`config.mk`:
```
export PLATFORM = sky130hd
export DESIGN_NAME = timing_violation_logger
export DESIGN_NICKNAME = d
export VERILOG_FILES = /design/src/rtl/timing_violation_logger.sv
export SDC_FILE = /design/constraint.sdc
export NUM_CORES = 1
export LEC_CHECK = 0
export ABC_AREA = 0
export CORE_MARGIN = 4
export CORE_UTILIZATION = 50
export CTS_CLUSTER_DIAMETER = 80
export DETAILED_ROUTE_END_ITERATION = 8
export HOLD_SLACK_MARGIN = 0.08
export PLACE_DENSITY = 0.71
export SYNTH_ARGS = -nofsm -noshare
export SYNTH_HDL_FRONTEND = slang
export SYNTH_SLANG_ARGS = --single-unit
```
`constraint.sdc`:
```
create_clock -name clk -period 5.7 [get_ports clk]
set_clock_uncertainty 0.05 [all_clocks]
set_input_delay 0.855 -clock clk [delete_from_list [all_inputs] [get_ports clk]]
set_output_delay 0.855 -clock clk [all_outputs]
set_load 0.01 [all_outputs]
```
`src/rtl/timing_violation_logger.sv`:
```
// Timestamped event logger for the timing-check aggregator's violation pulses.
// Events land in a first-word-fall-through FIFO. Drops on full are counted and flagged on the next entry.
module timing_violation_logger #(
    parameter int N_MODULES = 8,
    parameter int DEPTH     = 16,
    parameter int TS_W      = 24
) (
    input  logic                   clk,
    input  logic                   rst,
    input  logic [N_MODULES-1:0]   viol_vec,
    input  logic                   viol_valid,
    input  logic                   clear,
    output logic                   evt_valid,
    input  logic                   evt_ready,
    output logic [N_MODULES-1:0]   evt_mask,
    output logic [TS_W-1:0]        evt_ts,
    output logic                   evt_ovf,
    output logic [$clog2(DEPTH):0] fifo_level,
    output logic [15:0]            drop_count,
    output logic                   irq,
    input  logic                   irq_ack
);

    localparam int AW = $clog2(DEPTH);

    typedef struct packed {
        logic [N_MODULES-1:0] mask;
        logic [TS_W-1:0]      ts;
        logic                 ovf;
    } entry_t;

    entry_t        mem [DEPTH];
    entry_t        head;
    logic [AW-1:0] wr_ptr, rd_ptr;
    logic [AW:0]   level;
    logic [TS_W-1:0] ts;
    logic          pending_ovf;
    logic          push_req, pop, full, push_ok, drop;

    // clear takes precedence: nothing enters or leaves the FIFO in a clear cycle
    assign push_req = viol_valid && (|viol_vec) && !clear;
    assign pop      = evt_valid && evt_ready && !clear;
    assign full     = (level == (AW+1)'(DEPTH));
    assign push_ok  = push_req && (!full || pop);
    assign drop     = push_req && !push_ok;

    assign head       = mem[rd_ptr];
    assign evt_valid  = (level != '0);
    assign evt_mask   = evt_valid ? head.mask : '0;
    assign evt_ts     = evt_valid ? head.ts   : '0;
    assign evt_ovf    = evt_valid ? head.ovf  : 1'b0;
    assign fifo_level = level;

    always_ff @(posedge clk or posedge rst) begin
        if (rst) ts <= '0;
        else     ts <= ts + 1'b1;
    end

    // storage needs no reset; reads are masked by evt_valid
    always_ff @(posedge clk) begin
        if (push_ok) mem[wr_ptr] <= '{mask: viol_vec, ts: ts, ovf: pending_ovf};
    end

    always_ff @(posedge clk or posedge rst) begin
        if (rst) begin
            wr_ptr      <= '0;
            rd_ptr      <= '0;
            level       <= '0;
            pending_ovf <= 1'b0;
            drop_count  <= '0;
            irq         <= 1'b0;
        end else if (clear) begin
            wr_ptr      <= '0;
            rd_ptr      <= '0;
            level       <= '0;
            pending_ovf <= 1'b0;
            drop_count  <= '0;
            irq         <= 1'b0;
        end else begin
            if (push_ok) wr_ptr <= wr_ptr + 1'b1;
            if (pop)     rd_ptr <= rd_ptr + 1'b1;
            if (push_ok && !pop)      level <= level + 1'b1;
            else if (pop && !push_ok) level <= level - 1'b1;

            if (drop)         pending_ovf <= 1'b1;
            else if (push_ok) pending_ovf <= 1'b0;

            if (drop && drop_count != 16'hFFFF) drop_count <= drop_count + 16'd1;

            // a new event outranks a same-cycle acknowledge
            if (push_ok || drop) irq <= 1'b1;
            else if (irq_ack)    irq <= 1'b0;
        end
    end

endmodule

```
==> impl_results.md <==
- Peak supply drop: 0.2634 mV
- Worst-margin pin slew: 1.181 ns
- Antenna violations before repair: 0
- Crit start category: flop
- Max transition margin: 21.27%
- Layout cell share with drive strength beyond 1: 25.68%
- Vias after detailed routing: 10720
- Full die area: 49420 µm²
- CTS tree: done
- Slowest CP cell: dfrtp_4
- Minimum clock period: 4.484 ns
- CTS resizes: 0
- Max Cap Viol: 0
- Mapped Nets: 1093
- Primary FF master, synth: edfxtp_1
- CP dominant cell by count: mux4_2
- Synth area leaders: edfxtp_1 69%, mux4_2 16%, dfrtp_1 6.0%, xnor2_1 1.2%, and2_1 1.1%
- Clock buffer depth: 3
- Hold Crit Start: irq
- Final setup viols: 0
- Pwr per Cell Area: 393.8 nW/µm²
- Status: complete, no violations
- Hold bufs inserted after CTS: 0
- Worst-path fanout max: 39
- Port-buffer cells: 69
- Die Wd: 222.3 µm
- R2R setup slack: 2.16 ns
- CTS buffer count: 57
- Layout Cells excl Fill: 1819
- Core Area: 45380 µm²
- Global-route wire length before repair: 71.17 mm
- Crit path buffers/inverters: 2
- Number of hold violations in the final report: 0
- DRC viols: 0
- Hold Path End: irq
- Setup bufs post-CTS: 0
- # diodes: 0
- Initial Util: 50.60%
- Clk Latency, worst-skew pair: 0.61 ns
- Area leader, netlist: edfxtp_1
- Reg2reg end: fifo_level[4]
- Hold Crit Depth: 2
- Worst Path Required: 4.80 ns
- Vias per inst: 5.893
- Total Neg Setup Slack: 0 ns
- Crit Reg-Reg Startpoint: fifo_level[0]
- Total clock sinks: 583
- Post-synth cell types: 43
- Critical path endpoint category: output port
- GR Overflow Total: 0
- FP Rows: 78
- Clock transition at path regs: 0.06 ns
- Area fraction of the dominant cell type after synthesis: 69.05%
- Root Driver: clkbuf_16
- # H-tree levels: 2
- R2R depth: 10
- Most used cells in the layout excluding fill and tap cells: 528 x edfxtp_1, 165 x mux4_2, 69 x clkdlybuf4s50_1
- GRT Resource Usage Total: 18.77%
- Post-synthesis register bit count: 583
- DRT Pass-1 Iters: 5
- Post-synth EDFFs: 528
- Final core utilization: 58.22%
- Drt total wl: 45.23 mm
- Ys async rst share: 9.434%
- Die H: 222.3 µm
- Vias in the first global route: 11370
- Hold WC Path Type: reg -> reg
- Leakage power: 0.008848 µW
- Kind of cell adding the most delay to the critical path: multiplexers
- IO Count: 70
- Layout area overhead: 15.06%
- Synthesized area: 22960 µm²
- Period utilization: 78.67%
- Avg WL per Cell: 24.86 µm
- Initial DRC count: 1144
- Largest net degree at the start of global routing: 56
- Setup CP Type: reg -> out
- CP max stage delay: 0.78 ns
- Unrepaired setup endpoints after global routing: no
- FMAX: 223.0 MHz
- Nets: 1197
- Placed insts: 1712
- Post-DRT Antenna Nets: 0
- Post-DP HPWL: 25.05 mm
- Synth Area per Inst: 21.52 µm²
- Critical Path AT: 3.58 ns
- Seq/Total Area, Yosys: 75.04%
- Max-slew violations: 0
- CP Cell Sequence: buf_12 > mux4_2 > mux4_2 > and2_1 > clkdlybuf4s50_1
- Routability cong.: 0.7739
- Ys Warns: 0
- Most common cell after layout, fill and taps aside: edfxtp_1
- Mapped Cells: 1067
power breakdown:
part | switching [µW] | internal (µW)
clock network | 1570 | 2260
logic | 771 | 1010
registers | 119 | 4680
worst min-delay path: stages (launching register included):
cell      delay, ns
dfrtp_1        0.40
nand2b_1       0.08
a21oi_1        0.06
cells in the mapped netlist, types with 4 or more instances:
cell      count
clkbuf_1     21
nand4_1       9
nor2_1       36
nor3_1        8
edfxtp_1    528
mux2_1        5
buf_2        12
inv_1        10
nand2_1      17
ha_1         11
nand2b_1      4
and2_1       41
xnor2_1      32
mux4_2      165
xor2_1        8
nand3_1      23
a21oi_1      10
buf_1         9
nor4_1       14
dfrtp_1      55
buf_6         8
logic make-up (layout without fill, tap and decap cells):
group | count (synthesis) | in the layout | synth area share, %
fa+ha+maj | 12 | 12 | 0.6866
xor+xnor | 40 | 40 | 1.526
mux | 173 | 173 | 16.56
buf+inv | 60 | 212 | 1.308
flops | 583 | 583 | 75.04
compound gates | 21 | 21 | 0.5613
simple gates | 178 | 178 | 4.316
layout make-up:
class | instances | area [µm²]
inverters | 10 | 37.54
clock buffers | 75 | 1564
fillers | 3254 | 18960
repair buffers | 95 | 948.4
well taps | 600 | 750.7
clock inverters | 32 | 380.4
flip-flops and latches | 583 | 17240
multi-input cells | 424 | 5498
per-layer routing:
layer | share of wire, % | global-route usage (%) | vias up
met4 | 1.8 | 4.602 | 0
met3 | 5.9 | 3.237 | 54
met5 | 0 | 0 | -
met2 | 49 | 29.74 | 324
met1 | 43 | 27.82 | 5723
li1 | - | - | 4619
stage by stage:
step,setup WS [ns],power [µW],area [µm²],hold slack (ns)
after floorplan,0.3506,6059,22960,0.5178
after global placement,1.319,6702,24480,0.5141
after detailed placement,1.150,6713,24480,0.4993
after CTS,1.095,10540,26420,0.5271
after global routing,1.014,10840,26420,0.5663
final,1.216,10400,26420,0.5271
state kept, by name (all words and copies together), names as in the netlist:
| signal | cells |
|---|---|
| mem | 528 |
| ts | 24 |
| drop_count | 16 |
| fifo_level | 5 |
| rd_ptr | 4 |
| wr_ptr | 4 |
| irq | 1 |
| pending_ovf | 1 |
worst max-delay path by stage:
stage | startpoint | endpoint | slack [ns] | cells past startpoint
detailed placement | viol_vec[5] | mem[4][8] | 1.15 | 6
floorplan | viol_vec[4] | mem[0][0] | 0.35 | 5
finish | rd_ptr[0] | evt_mask[7] | 1.22 | 5
CTS | rd_ptr[0] | evt_ts[18] | 1.10 | 5
global placement | viol_vec[5] | mem[4][10] | 1.32 | 6
global route | rd_ptr[0] | evt_ts[22] | 1.01 | 5
Power figures use the tool's default switching activity.
